**src/rtl/apb_initiator_module_pkg.sv**
```systemverilog
// Shared definitions for the APB initiator: register map offsets, FSM encoding
// and the element-count helper.
package apb_initiator_module_pkg;

  localparam logic [4:0] REG_CONTROL   = 5'h00;
  localparam logic [4:0] REG_OPERAND_A = 5'h04;
  localparam logic [4:0] REG_OPERAND_B = 5'h08;
  localparam logic [4:0] REG_FLAGS     = 5'h0C;
  localparam logic [4:0] REG_SP        = 5'h10;

  typedef enum logic [1:0] {
    ST_IDLE   = 2'd0,
    ST_SETUP  = 2'd1,
    ST_ACCESS = 2'd2,
    ST_RESP   = 2'd3
  } apb_state_e;

  // Number of data elements carried on one bus beat (one strobe bit each).
  function automatic int unsigned max_dim(input int unsigned bus_width,
                                          input int unsigned data_width);
    return bus_width / data_width;
  endfunction

endpackage

```
**src/rtl/apb_timeout_counter_module.sv**
```systemverilog
// Counts ACCESS cycles without pready; flags the cycle in which the limit is hit.
// A limit of 0 disables the timeout.
module apb_timeout_counter_module #(
  parameter int unsigned TIMEOUT_CYCLES = 16
) (
  input  logic clk_i,
  input  logic rst_i,
  input  logic clear_i,
  input  logic enable_i,
  output logic expired_c
);

  localparam int unsigned CNT_W = (TIMEOUT_CYCLES == 0) ? 1 : $clog2(TIMEOUT_CYCLES + 1);
  localparam logic [CNT_W-1:0] LAST = (TIMEOUT_CYCLES == 0) ? '0 : CNT_W'(TIMEOUT_CYCLES - 1);

  logic [CNT_W-1:0] count_q;

  always_ff @(posedge clk_i) begin
    if (rst_i || clear_i) begin
      count_q <= '0;
    end else if (enable_i) begin
      count_q <= count_q + CNT_W'(1);
    end
  end

  // Asserted on the TIMEOUT_CYCLES-th stalled cycle so the FSM leaves on that edge.
  assign expired_c = (TIMEOUT_CYCLES != 0) && enable_i && (count_q == LAST);

endmodule

```
**src/rtl/apb_initiator_module.sv**
```systemverilog
// Single-outstanding APB initiator: takes one command, runs SETUP/ACCESS with a
// bounded wait, and returns read data or completion on the response port.
module apb_initiator_module
  import apb_initiator_module_pkg::*;
#(
  parameter  int unsigned DATA_WIDTH     = 32,
  parameter  int unsigned BUS_WIDTH      = 64,
  parameter  int unsigned ADDR_WIDTH     = 32,
  parameter  int unsigned TIMEOUT_CYCLES = 16,
  localparam int unsigned MAX_DIM        = max_dim(BUS_WIDTH, DATA_WIDTH)
) (
  input  logic                  clk_i,
  input  logic                  rst_i,
  input  logic                  cmd_valid_i,
  output logic                  cmd_ready_o,
  input  logic                  cmd_write_i,
  input  logic [ADDR_WIDTH-1:0] cmd_addr_i,
  input  logic [BUS_WIDTH-1:0]  cmd_data_i,
  input  logic [MAX_DIM-1:0]    cmd_strb_i,
  output logic                  rsp_valid_o,
  input  logic                  rsp_ready_i,
  output logic [BUS_WIDTH-1:0]  rsp_data_o,
  output logic                  rsp_error_o,
  output logic                  psel_o,
  output logic                  penable_o,
  output logic                  pwrite_o,
  output logic [ADDR_WIDTH-1:0] paddr_o,
  output logic [BUS_WIDTH-1:0]  pwdata_o,
  output logic [MAX_DIM-1:0]    pstrb_o,
  input  logic [BUS_WIDTH-1:0]  prdata_i,
  input  logic                  pready_i,
  input  logic                  pslverr_i
);

  apb_state_e            state_q, state_d;
  logic                  accept;
  logic                  expired;
  logic                  psel_d, penable_d, pwrite_d, rsp_valid_d, rsp_error_d;
  logic [ADDR_WIDTH-1:0] paddr_d;
  logic [BUS_WIDTH-1:0]  pwdata_d, rsp_data_d;
  logic [MAX_DIM-1:0]    pstrb_d;

  assign cmd_ready_o = (state_q == ST_IDLE) && !rst_i;
  assign accept      = cmd_valid_i && cmd_ready_o;

  apb_timeout_counter_module #(
    .TIMEOUT_CYCLES(TIMEOUT_CYCLES)
  ) u_timeout (
    .clk_i    (clk_i),
    .rst_i    (rst_i),
    .clear_i  (state_q != ST_ACCESS),
    .enable_i ((state_q == ST_ACCESS) && !pready_i),
    .expired_c(expired)
  );

  // Next state and next values of every registered output.
  always_comb begin
    state_d     = state_q;
    pwrite_d    = pwrite_o;
    paddr_d     = paddr_o;
    pwdata_d    = pwdata_o;
    pstrb_d     = pstrb_o;
    rsp_data_d  = rsp_data_o;
    rsp_error_d = rsp_error_o;

    unique case (state_q)
      ST_IDLE: begin
        if (accept) begin
          state_d  = ST_SETUP;
          paddr_d  = cmd_addr_i;
          pwrite_d = cmd_write_i;
          pwdata_d = cmd_write_i ? cmd_data_i : '0;
          pstrb_d  = cmd_write_i ? cmd_strb_i : '0;
        end
      end
      ST_SETUP: state_d = ST_ACCESS;
      ST_ACCESS: begin
        if (pready_i) begin
          state_d     = ST_RESP;
          rsp_error_d = pslverr_i;
          rsp_data_d  = (pwrite_o || pslverr_i) ? '0 : prdata_i;
        end else if (expired) begin
          state_d     = ST_RESP;
          rsp_error_d = 1'b1;
          rsp_data_d  = '0;
        end
      end
      ST_RESP: begin
        if (rsp_ready_i) begin
          state_d     = ST_IDLE;
          rsp_data_d  = '0;
          rsp_error_d = 1'b0;
        end
      end
      default: state_d = ST_IDLE;
    endcase

    psel_d      = (state_d == ST_SETUP) || (state_d == ST_ACCESS);
    penable_d   = (state_d == ST_ACCESS);
    rsp_valid_d = (state_d == ST_RESP);
  end

  always_ff @(posedge clk_i) begin
    if (rst_i) begin
      state_q     <= ST_IDLE;
      psel_o      <= 1'b0;
      penable_o   <= 1'b0;
      pwrite_o    <= 1'b0;
      paddr_o     <= '0;
      pwdata_o    <= '0;
      pstrb_o     <= '0;
      rsp_valid_o <= 1'b0;
      rsp_data_o  <= '0;
      rsp_error_o <= 1'b0;
    end else begin
      state_q     <= state_d;
      psel_o      <= psel_d;
      penable_o   <= penable_d;
      pwrite_o    <= pwrite_d;
      paddr_o     <= paddr_d;
      pwdata_o    <= pwdata_d;
      pstrb_o     <= pstrb_d;
      rsp_valid_o <= rsp_valid_d;
      rsp_data_o  <= rsp_data_d;
      rsp_error_o <= rsp_error_d;
    end
  end

endmodule

```
**config.mk**
```make
export PLATFORM = sky130hd
export DESIGN_NAME = apb_initiator_module
export DESIGN_NICKNAME = d
export VERILOG_FILES = /design/src/rtl/apb_initiator_module_pkg.sv /design/src/rtl/apb_timeout_counter_module.sv /design/src/rtl/apb_initiator_module.sv
export SDC_FILE = /design/constraint.sdc
export NUM_CORES = 1
export LEC_CHECK = 0
export CAP_MARGIN = 20
export CORE_UTILIZATION = 41
export CTS_CLUSTER_DIAMETER = 50
export DETAILED_ROUTE_END_ITERATION = 10
export PLACE_DENSITY = 0.81
export RECOVER_POWER = 50
export REMOVE_ABC_BUFFERS = 1
export SLEW_MARGIN = 25
export SYNTH_ARGS = -nofsm -noshare
export SYNTH_HDL_FRONTEND = slang
export SYNTH_SLANG_ARGS = --single-unit
```
**constraint.sdc**
```tcl
create_clock -name clk_i -period 2.1 [get_ports clk_i]
set_input_delay 0.42 -clock clk_i [delete_from_list [all_inputs] [get_ports clk_i]]
set_output_delay 0.42 -clock clk_i [all_outputs]
set_load 0.03 [all_outputs]
```
; ---- After elaboration in Yosys (flattened, before gate mapping)
; Cells that the tools add are included.
; W data, S select, Z words.
[totals]
ff_bits = 174
latch_bits = 0
ram_bits = 0
romBits = 0
mem_count = 0
[classes]
n_addsub = 1
multipliers = 0
div_mod_pow = 0
magnitude_cmp = 0
n_eq_ne = 10
n_shift = 0
n_mux = 16
n_bitwise = 0
reduce_logical = 13
[op_table]
columns = cell, count
row1 = $mux W64, 5
row2 = $pmux W64 S2, 1
row3 = $mux W2, 5
row4 = $eq A2 B2 Y1 const B, 4
row5 = $pmux W2 S4, 1
row6 = $add A5 B1 Y5 const B, 1
row7 = $eq A5 B4 Y1 const B, 1
row8 = $eq A2 B1 Y1 const B, 2
row9 = $logic_and A1 B1 Y1, 4
row10 = $ne A2 B2 Y1 const B, 2
row11 = $logic_or A1 B1 Y1, 3
row12 = $mux W1, 3
row13 = $ne A3 B3 Y1 const B, 1
row14 = $reduce_and A3 Y1, 1
row15 = $logic_not A1 Y1, 2
row16 = $logic_not A2 Y1, 1
row17 = $pmux W1 S2, 1
row18 = $reduce_and A2 Y1, 1
row19 = $reduce_bool A2 Y1, 1

; ---- Longest topological paths before layout
; Gate-level depths: netlist of run 1.
[depth]
ltp_word = 8
mapped_depth = 9
mapped_depth_nobuf = 8

; ---- Cells and area by module
; A second synthesis of run 1 with hierarchy kept.
[hier_totals]
hier_cells = 777
area_unflattened_um2 = 6904.1
[by_module_without_submodules]
columns = module, instances, cells_each, area_each_um2
row1 = apb_initiator_module, 1, 752, 6631.4
row2 = apb_timeout_counter_module, 1, 25, 272.8

; ---- Worst setup path before layout of run 1
; Ideal clock, no wire load.
[synth_timing]
path_type = input-to-output
startpoint = in rst_i
endpoint = out cmd_ready_o
arrival_time_ps = 1602
required_time_ps = 1680
slack_ps = 78
path_stages = 4
n_path_buf = 3
path_cell_list = buf_2 -> clkbuf_1 -> clkbuf_1 -> nor3_1
[synth_between]
elab_chain_len = 2
[synth_rtl]
columns = element, line_no
row1 = from (decl), apb_initiator_module.sv:13  ; input logic rst_i,
row2 = $logic_not A1 Y1, apb_initiator_module.sv:43  ; assign cmd_ready_o = (state_q == ST_IDLE) && !rst_i;
row3 = $logic_and A1 B1 Y1, apb_initiator_module.sv:43
row4 = to (decl), apb_initiator_module.sv:15  ; output logic cmd_ready_o,
; No other way between the ends.

; ---- Worst setup path in the final report of run 1
[layout_timing]
startpoint = reg pwrite_o
endpoint = out pwrite_o
[layout_lines]
columns = element, line_no
row1 = from (decl), apb_initiator_module.sv:26  ; output logic pwrite_o,
row2 = from (signal assigned), apb_initiator_module.sv:119  ; pwrite_o <= pwrite_d;
; No word-level cell between the ends.

==> metrics.md, run 1 <==
| Metric | Value |
|---|---|
| Run status | `completed` |
| Initial antenna violation count | `1` |
| All-layer global routing usage | `between 20% and 30%` |
| Synth Flop Type | `dfxtp_1` |
| Critical path startpoint category | `flop` |
| Synth top area share | `roughly 50%` |
| Leak Pwr | `between 4 and 5 nW` |
| P per Cell Area | `between 700 and 800 nW/um^2` |
| Critical path endpoint category | `output pin` |
| CP peak stage delay | `~0.7 ns` |
| Worst min-delay path class | `in2reg` |
| Drc violations | `0` |
| Top Family by Delay on Critical Path | `buffers and inverters` |
| RD Place Congestion | `between 0.7 and 0.8` |
| Setup slack, reg-to-reg | `0.13 ns` |
| Antenna viol nets, final | `0` |
| Number of global-route vias before repair | `6284` |
| Sequential area share after synthesis | `between 50 and 60%` |
| Worst path cell trace | `clkdlybuf4s50_1` |
| Final instance area | `around 11000 sq um` |
| Number of synthesized flops with an enable pin | `0` |
| Slowest CP cell | `clkdlybuf4s50_1` |
| P&R area growth vs syn | `59.0%` |
| CTS tree | `built` |
| RSZ-0062 raised after global routing | `no` |
| Slew margin rel. | `about 43%` |
| CTS Buf Count | `17` |
| Fmax achieved | `around 0.50 GHz` |
| Clock latency on the worst-skew pair | `approximately 0.44 ns` |
| Finished Core Util | `between 60% and 70%` |
| Async set-or-reset flop fraction in the synthesized netlist | `0%` |
| Critical path origin | `pwrite_o` |
| Die W | `around 130 microns` |
| Clock-pin transition on the worst setup and hold timing paths | `about 0.070 ns` |
| Final Critical Period | `roughly 2 ns` |
| Placed inst area | `slightly above 10000 sq um` |
| Pre-antenna DRT Iters | `4` |
| Via density | `approximately 5.1` |
| # hold bufs at CTS | `0` |
| Crit path kind | `reg2out` |
| Core area | `16500 sq um` |
| Root Buffer | `clkbuf_16` |
| Global route overflow | `0` |
| Final Hold Fails | `0` |
| Die area | `around 17000 sq um` |
| Post-DR wirelength/cell | `around 16 microns` |
| Global-route wire length before repair | `33.4 mm` |
| Share of cells above drive strength 1 | `11.0%` |
| Crit share post-route | `94.8%` |
| Cell taking the most area after synthesis | `dfxtp_1` |
| Sinks on Clock Net | `174` |
| DRT iter0 DRCs | `about 400` |
| Ys Warns | `0` |
| Skew final | `0.0177 ns` |
| Crit path buffers/inverters | `1` |
| Reg2reg end | `rsp_data_o[31]` |
| Crit path depth | `1` |
| R2R depth | `7` |
| DR vias | `6659` |
| Maximum vdd drop | `around 0.00054 V` |
| Drt total wl | `21.6 mm` |
| Distinct cell type count after synthesis | `30` |
| Total power | `between 0.008 and 0.009 W` |
| Required time of the critical path | `roughly 1.7 ns` |
| Number of I/O pins | `337` |
| Mapped Avg Cell Area | `~8.8 sq um` |
| Layout net count | `1253` |
| Port Buffers | `around 340` |
| Least-Margin Pin Slew | `approximately 0.85 ns` |
| Clk buf depth | `2` |
| Critical path fanouts, max | `3` |
| Post-CTS setup buffer count | `0` |
| Seq cells post-synth | `between 150 and 200` |
| Area contributors post-synth | `dfxtp_1 (50%), a21oi_1 (9.7%), a31o_2 (7.2%)` |
| H-tree depth | `4` |
| Max-slew violation count | `0` |
| WP data arrival | `~1.6 ns` |
| Max_cap viols | `0` |
| Mapped Cells | `approximately 780` |
| Initial Utilization | `41.8%` |
| FF-to-FF Start | `u_timeout.count_q[0]` |
| CP endpoint | `pwrite_o` |
| Site Rows | `47` |
| Chip height | `roughly 130 microns` |
| Final setup violating endpoints | `0` |
| Post-Syn Area | `just under 7000 sq um` |
| DPL Wire Length | `14.7 mm` |
| Pin count of the biggest net entering global routing | `approximately 110` |
[sequential cells by signal, summed over array words and instances, names as in the netlist]
signal,count
rsp_error_o,1
rsp_valid_o,1
psel_o,1
state_q,2
paddr_o,32
pstrb_o,2
pwdata_o,64
pwrite_o,1
u_timeout.count_q,5
rsp_data_o,64
penable_o,1
[stage by stage]
stage | setup TNS [ns] | instances | setup slack (ns) | hold slack [ns]
5_1_grt | 0 | 1314 | 0.00578 | 0.243
4_1_cts | 0 | 1313 | 0.0452 | 0.234
6_report | 0 | 1314 | 0.108 | 0.235
3_5_place_dp | 0 | 1281 | 0.0525 | 0.444
2_1_floorplan | -766.89 | 705 | -7.10 | 0.454
3_3_place_gp | 0 | 1281 | 0.0602 | 0.438
[how the worst min path moves through the flow]
stage                               startpoint              endpoint  slack, ns  depth (start not counted)
final                                    rst_i            state_q[0]       0.24                          2
after global routing                     rst_i              pwrite_o       0.24                          2
after CTS                                rst_i            state_q[0]       0.23                          2
after detailed placement          pwdata_o[30]          pwdata_o[30]       0.44                          2
after global placement            pwdata_o[53]          pwdata_o[53]       0.44                          2
after floorplan           u_timeout.count_q[4]  u_timeout.count_q[4]       0.45                          2
[cells in the final DEF (no fill, tap or decap), types with 9 or more instances in the layout]
master / synthesis / final
dfxtp_1: 174 / 174
nand3b_1: 32 / 32
nand2b_1: 66 / 65
a21oi_1: 134 / 133
nor2_1: 9 / 9
nand2_1: 133 / 133
a31o_2: 57 / 57
clkbuf_16: 0 / 17
nand3_1: 66 / 66
dlygate4sd3_1: 0 / 64
buf_4: 1 / 11
clkdlybuf4s50_1: 0 / 269
[per-layer routing]
| layer | GRT usage (%) | wire length (microns) |
|---|---|---|
| met1 | 28.5 | 8870 |
| met2 | 40.1 | 10300 |
| met5 | 0 | 0 |
| met4 | 8.79 | 442 |
| met3 | 8.80 | 2000 |
[synthesized netlist by cell type (7+ instances only)]
cell / n
nand3b_1: 32
nand2_1: 133
nand3_1: 66
clkbuf_1: 44
a31o_2: 57
nand2b_1: 66
a21oi_1: 134
buf_6: 15
nor2_1: 9
a31o_1: 7
dfxtp_1: 174
buf_2: 18
[cell type report]
type	instances	area, sq um
inverters	3	11.3
multi-input cells	528	2990
clock buffers	17	425
diodes	1	2.50
flip-flops and latches	174	3480
fillers	1373	5540
well taps	220	275
clock inverters	15	198
repair buffers	356	3600
[logic make-up (layout without fill, tap and decap cells)]
kind of cell             Yosys count  in the layout  share of synthesized area, %
multiplexers                       2              2                         0.290
adder cells (fa/ha/maj)            4              4                         0.725
other                              0              1                             0
XOR/XNOR                           3              3                         0.380
buffers and inverters             81            391                          6.41
AO/OA/AOI/OAI                    200            200                          18.2
flip-flops                       174            174                          50.4
AND/OR/NAND/NOR                  319            319                          23.6
[report_power, final]
| part | total (W) | internal (W) | leakage (nW) | switching, W |
|---|---|---|---|---|
| combinational | 0.00122 | 0.000591 | 2.58 | 0.000625 |
| sequential | 0.00347 | 0.00341 | 1.41 | 0.0000582 |
| clock | 0.00335 | 0.00191 | 0.293 | 0.00143 |
[repair_timing]
| action | CTS | global route |
|---|---|---|
| pin swaps | 0 | 0 |
| endpoints found under the setup margin | 1 | 28 |
| endpoints found under the hold margin | 0 | 0 |
| gates cloned | 0 | 0 |
| gates resized for setup | 1 | 2 |
Note: power is estimated with default switching activity, not from simulation.
==> run 2, diff against run 1 <==
CORE_MARGIN = 4   (was not set)
==> run 2 against run 1 <==
Effect of this change:
- register-to-register slack about the same
- critical endpoint unchanged
- sequential cell count unchanged
- clock power down 9.0%
- worst setup slack better by 0.0027 ns
- largest cell class unchanged
- cell count down 0.15%
==> metrics.md, run 2 (synthesized netlist as in run 1, its figures left out) <==
| Metric | Value |
|---|---|
| Core area | `approximately 17000 sq um` |
| Initial Utilization | `between 40% and 50%` |
| Initial antenna violation count | `1` |
| Drt total wl | `around 23 mm` |
| H-tree depth | `4` |
| Clk buf depth | `2` |
| Post-DR wirelength/cell | `~17 microns` |
| Commonest non-fill, non-tap cell in the layout | `clkdlybuf4s50_1` |
| Pre-CTS setup slack | `about 0.074 ns` |
| DP Cell Count | `roughly 1300` |
| Drc violations | `0` |
| Global-route wire length before repair | `between 30 and 40 mm` |
| Root Buffer | `clkbuf_16` |
| Leak Pwr | `4.29 nW` |
| Crit share post-route | `a little over nine tenths` |
| Number of global-route vias before repair | `roughly 6200` |
| Site Rows | `between 40 and 50` |
| CTS Buf Count | `17` |
| Crit path buffers/inverters | `1` |
| Max_cap viols | `0` |
| Clock latency on the worst-skew pair | `~0.43 ns` |
| Run status | `completed` |
| P per Cell Area | `between 700 and 800 nW/um^2` |
| Grt met2 use | `a little over a third` |
| Critical path fanouts, max | `3` |
| # hold bufs at CTS | `0` |
| Chip height | `138 microns` |
| Fill cells | `between 1000 and 1500` |
| Ant. Diodes | `0` |
| Total power | `approximately 0.0078 W` |
| Port Buffers | `roughly 340` |
| Crit path kind | `reg2out` |
| Final instance area | `between 10000 and 15000 sq um` |
| Layout net count | `approximately 1300` |
| Final Critical Period | `roughly 2 ns` |
| Final setup violating endpoints | `0` |
| CP peak stage delay | `0.71 ns` |
| Top Family by Delay on Critical Path | `buffers and inverters` |
| Fmax achieved | `roughly 0.50 GHz` |
| Finished Core Util | `approximately two thirds` |
| Skew final | `0.0121 ns` |
| Global route overflow | `0` |
| Slowest CP cell | `clkdlybuf4s50_1` |
| Die W | `around 140 microns` |
| Critical path endpoint category | `output pin` |
| Setup ws final | `about 0.11 ns` |
| Global route hottest layer | `met2` |
| Max-slew violation count | `0` |
| WP data arrival | `around 1.6 ns` |
| RD Place Congestion | `about 0.73` |
| Pre-antenna DRT Iters | `5` |
| Met1 Use GR | `a little over a quarter` |
| All-layer global routing usage | `between 20 and 25%` |
| DPL Wire Length | `about 16 mm` |
| Sinks on Clock Net | `~170` |
| Final Hold Fails | `0` |
| Biggest regs | `pwdata_o: 64 flops, rsp_data_o: 64 flops, paddr_o: 32 flops` |
| DR vias | `about 6700` |
| Worst path cell trace | `clkdlybuf4s50_1` |
| GR Util met3 | `under 10%` |
| Final Non-Filler Cells | `1312` |
| Slew margin rel. | `between 50% and 60%` |
| Critical path startpoint category | `flop` |
| Placed inst area | `approximately 10000 sq um` |
| Share of cells above drive strength 1 | `between 10% and 20%` |
| Worst min-delay path class | `in2reg` |
| Most frequent cells in the layout | `clkdlybuf4s50_1 (270), dfxtp_1 (174), a21oi_1 (133), nand2_1 (133), nand3_1 (66)` |
| Antenna viol nets, final | `0` |
| Die area | `19000 sq um` |
| Post-CTS setup buffer count | `0` |
| P&R area growth vs syn | `59.1%` |
| Maximum vdd drop | `0.000493 V` |
| RSZ-0062 raised after global routing | `no` |
| Least-Margin Pin Slew | `0.660 ns` |
| CTS tree | `built` |
| Required time of the critical path | `approximately 1.7 ns` |
| Via density | `5.08` |
| DRT iter0 DRCs | `316` |
| Clock-pin transition on the worst setup and hold timing paths | `0.07 ns` |
| Number of I/O pins | `between 300 and 400` |
| Pin count of the biggest net entering global routing | `around 170` |
[run 2: cell types whose count changed in the layout (fill, tap and decap cells not counted), sizes merged]
| cell | before | now |
|---|---|---|
| clkinv | 1 | 6 |
| bufinv | 3 | 0 |
| clkinvlp | 4 | 1 |
| clkbuf | 19 | 17 |
| buf | 20 | 21 |
| clkdlybuf4s50 | 269 | 270 |
| diode | 1 | 0 |
| dlygate4sd3 | 64 | 63 |
| inv | 10 | 11 |
[run 2: worst paths after layout]
check	depth (start not counted)	startpoint	slack, ns	end
worst max register to register	7	u_timeout.count_q[0]	0.12	rsp_data_o[57]
worst min register to register	2	pwdata_o[30]	0.45	pwdata_o[30]
worst max-delay path	1	pwrite_o	0.11	pwrite_o
worst min-delay path	2	rst_i	0.26	pwdata_o[37]
[run 2: per-layer routing]
| metal | wire length [microns] | vias to the layer above |
|---|---|---|
| met4 | 635 | 2 |
| met2 | 10600 | 271 |
| met5 | 7 | - |
| li1 | - | 3281 |
| met3 | 2550 | 51 |
| met1 | 8830 | 3066 |
[run 2: area by class of cell]
cell class              count  area, sq um  share of cell area [%]
repair buffers            355         3660                    33.3
well taps                 220          275                    2.50
flip-flops and latches    174         3480                    31.7
clock buffers              17          425                    3.87
clock inverters            15          145                    1.32
inverters                   3         11.3                   0.102
multi-input cells         528         2990                    27.2
[run 2: where the power goes]
part | leakage, nW | total [W] | internal (W) | switching, W
Combinational | 2.60 | 0.00124 | 0.000610 | 0.000629
Sequential | 1.41 | 0.00347 | 0.00341 | 0.0000588
Clock | 0.280 | 0.00305 | 0.00158 | 0.00147
Total | 4.29 | 0.00776 | 0.00560 | 0.00216
[run 2: per-stage QoR]
stage / hold WS [ns] / setup TNS [ns]
5_1_grt: 0.256 / 0
3_3_place_gp: 0.437 / 0
4_1_cts: 0.238 / 0
6_report: 0.258 / 0
3_5_place_dp: 0.442 / 0
2_1_floorplan: 0.454 / -766.89
[run 2: repair_timing]
action,in CTS,in global routing
pin swaps,0,0
setup endpoints to repair,1,17
gates resized for setup,1,2
==> run 3, diff against run 2 <==
SYNTH_HIERARCHICAL = 1   (was not set)
==> run 3 against run 2 <==
Effect of this change:
- clock skew grew 0.0021 ns
- clock power hardly changed
- largest cell class unchanged
- worst hold slack better by 0.13 ns
==> metrics.md, run 3 <==
| Metric | Value |
|---|---|
| Critical path startpoint category | `flop` |
| Run status | `completed` |
| Site Rows | `47` |
| Grt met2 use | `a little under two fifths` |
| Synth top area share | `roughly 50%` |
| Fin Hold WS | `~0.39 ns` |
| Final instance area | `about 11000 sq um` |
| Final Critical Period | `around 2.0 ns` |
| Crit share post-route | `94.8%` |
| Hold-critical path depth | `3` |
| Maximum vdd drop | `around 0.00056 V` |
| Leak Pwr | `roughly 4.1 nW` |
| DR vias | `~6600` |
| GR Util met3 | `8.40%` |
| Async set-or-reset flop fraction in the synthesized netlist | `0%` |
| Slew margin rel. | `around 51%` |
| Mapped Avg Cell Area | `about 9 sq um` |
| P per Cell Area | `approximately 690 nW/um^2` |
| CTS tree | `built` |
| Max-slew violation count | `0` |
| Mapped Cells | `777` |
| DRT iter0 DRCs | `between 300 and 400` |
| Sequential area share after synthesis | `approximately half` |
| Sinks on Clock Net | `around 170` |
| Die area | `19000 sq um` |
| Global route overflow | `0` |
| Placed inst area | `approximately 11000 sq um` |
| Pre-antenna DRT Iters | `5` |
| Total power | `between 0.007 and 0.008 W` |
| Biggest regs | `pwdata_o: 64 flops, rsp_data_o: 64 flops, paddr_o: 32 flops` |
| Setup ws final | `between 0.1 and 0.15 ns` |
| RD Place Congestion | `0.786` |
| Antenna viol nets, final | `0` |
| Skew final | `~0.014 ns` |
| Met1 Use GR | `between 20% and 30%` |
| Pin count of the biggest net entering global routing | `121` |
| Area contributors post-synth | `dfxtp_1 (50%), mux2i_1 (9.6%), nand3_1 (9.5%)` |
| Least-Margin Pin Slew | `0.742 ns` |
| Reg2reg end | `rsp_data_o[36]` |
| RSZ-0062 raised after global routing | `no` |
| Clk buf depth | `2` |
| Synth top cells by count | `dfxtp_1 (174), nand2_1 (135), nand3_1 (131)` |
| Global-route wire length before repair | `32.7 mm` |
| Root Buffer | `clkbuf_16` |
| Most frequent cell after synthesis | `dfxtp_1` |
| Post-DR wirelength/cell | `16.7 microns` |
| Cell taking the most area after synthesis | `dfxtp_1` |
| Ys Warns | `6` |
| Core area | `16500 sq um` |
| Setup slack, reg-to-reg | `approximately 0.11 ns` |
| Final setup violating endpoints | `0` |
| Seq cells post-synth | `174` |
| Post-Syn Area | `a little under 7000 sq um` |
| Chip height | `approximately 140 microns` |
| Max_cap viols | `0` |
| Critical path origin | `u_timeout/count_q[0]` |
| Number of synthesized flops with an enable pin | `0` |
| Worst min-delay path class | `in2reg` |
| Number of I/O pins | `between 300 and 400` |
| Critical path fanouts, max | `14` |
| Cell mode on critical path | `buf_12` |
| Drt total wl | `22.2 mm` |
| CTS Buf Count | `17` |
| # hold bufs at CTS | `0` |
| Commonest non-fill, non-tap cell in the layout | `clkdlybuf4s50_1` |
| DPL Wire Length | `roughly 15 mm` |
| Distinct cell type count after synthesis | `32` |
| Number of global-route vias before repair | `roughly 6300` |
| CP peak stage delay | `0.32 ns` |
| Layout net count | `~1300` |
| Slowest CP cell | `dfxtp_1` |
| Initial antenna violation count | `0` |
| P&R area growth vs syn | `61.5%` |
| WP data arrival | `between 2 and 2.5 ns` |
| Hold endpoint | `pwdata_o[0]` |
| Worst path cell trace | `ha_2 > and3_1 > ha_1 > and2_1 > o31a_1 > a21boi_4 > buf_12 > buf_12 > mux2i_1` |
| Drc violations | `0` |
| Crit path kind | `reg2reg` |
| Initial Utilization | `about two fifths` |
| Ant. Diodes | `0` |
| Fmax achieved | `between 0.5 and 0.6 GHz` |
| Die W | `about 140 microns` |
| Global route hottest layer | `met2` |
| R2R depth | `9` |
| FF-to-FF Start | `u_timeout/count_q[0]` |
| All-layer global routing usage | `between 20% and 30%` |
| Critical path endpoint category | `flop` |
| Required time of the critical path | `~2.4 ns` |
| Synth Flop Type | `dfxtp_1` |
| Clock latency on the worst-skew pair | `~0.43 ns` |
| Port Buffers | `between 300 and 400` |
| Finished Core Util | `67.5%` |
| H-tree depth | `4` |
| Hold Crit Start | `rst_i` |
| Share of cells above drive strength 1 | `roughly 6.5%` |
| Clock-pin transition on the worst setup and hold timing paths | `roughly 0.07 ns` |
| Via density | `between 4 and 5` |
| Final Hold Fails | `0` |
| Most frequent cells in the layout | `clkdlybuf4s50_1 (272), dfxtp_1 (173), nand2_1 (134), nand3_1 (131), a21oi_1 (68)` |
| Pre-CTS setup slack | `-0.0354 ns` |
run 3: through the flow:
stage	TNS, ns	std cells
detailed placement	-0.259	1292
CTS	0	1324
global placement	0	1292
finish	0	1326
global route	0	1326
floorplan	-932.23	706
run 3: what timing repair did:
action | in CTS | in global routing
endpoints found under the setup margin | 1 | 28
buffers inserted | 0 | 2
pin swaps | 0 | 0
resized for setup | 1 | 3
run 3: logic make-up after synthesis:
logic type	count (synthesis)	synth area share, %
XOR/XNOR	1	0.127
buffers and inverters	73	5.09
AND/OR/NAND/NOR	384	28.2
adder cells (fa/ha/maj)	3	0.544
flip-flops	174	50.5
multiplexers	67	9.79
AO/OA/AOI/OAI	75	5.80
run 3: critical path, delay by kind of cell, from the launching register on:
kind / cells / cell delay, ns
buf+inv: 2 / 0.31
mux: 1 / 0.11
compound gates: 2 / 0.41
fa+ha+maj: 2 / 0.36
flops: 1 / 0.32
simple gates: 2 / 0.35
run 3: cell type report:
class | instances | area [sq um]
timing repair buffer | 368 | 3730
multi-input combinational | 530 | 3090
inverter | 2 | 7.51
sequential | 174 | 3480
tap | 220 | 275
fill | 1299 | 5380
clock buffer | 17 | 425
clock inverter | 15 | 135
run 3: how the worst max path moves through the flow:
| stage | end |
|---|---|
| finish | rsp_data_o[36] |
| global route | rsp_data_o[27] |
| CTS | psel_o |
| detailed placement | rsp_data_o[9] |
| global placement | rsp_data_o[36] |
| floorplan | psel_o |
run 3: metal layers:
layer	wire length [microns]	part of all wire (%)
met2	10800	49
met3	2180	9.8
met5	0	0
met4	567	2.6
met1	8670	39
run 3: report_power, final:
group	internal (W)	total, W	switching (W)
Clock	0.00165	0.00302	0.00137
Sequential	0.00341	0.00346	0.0000531
Combinational	0.000619	0.00123	0.000614
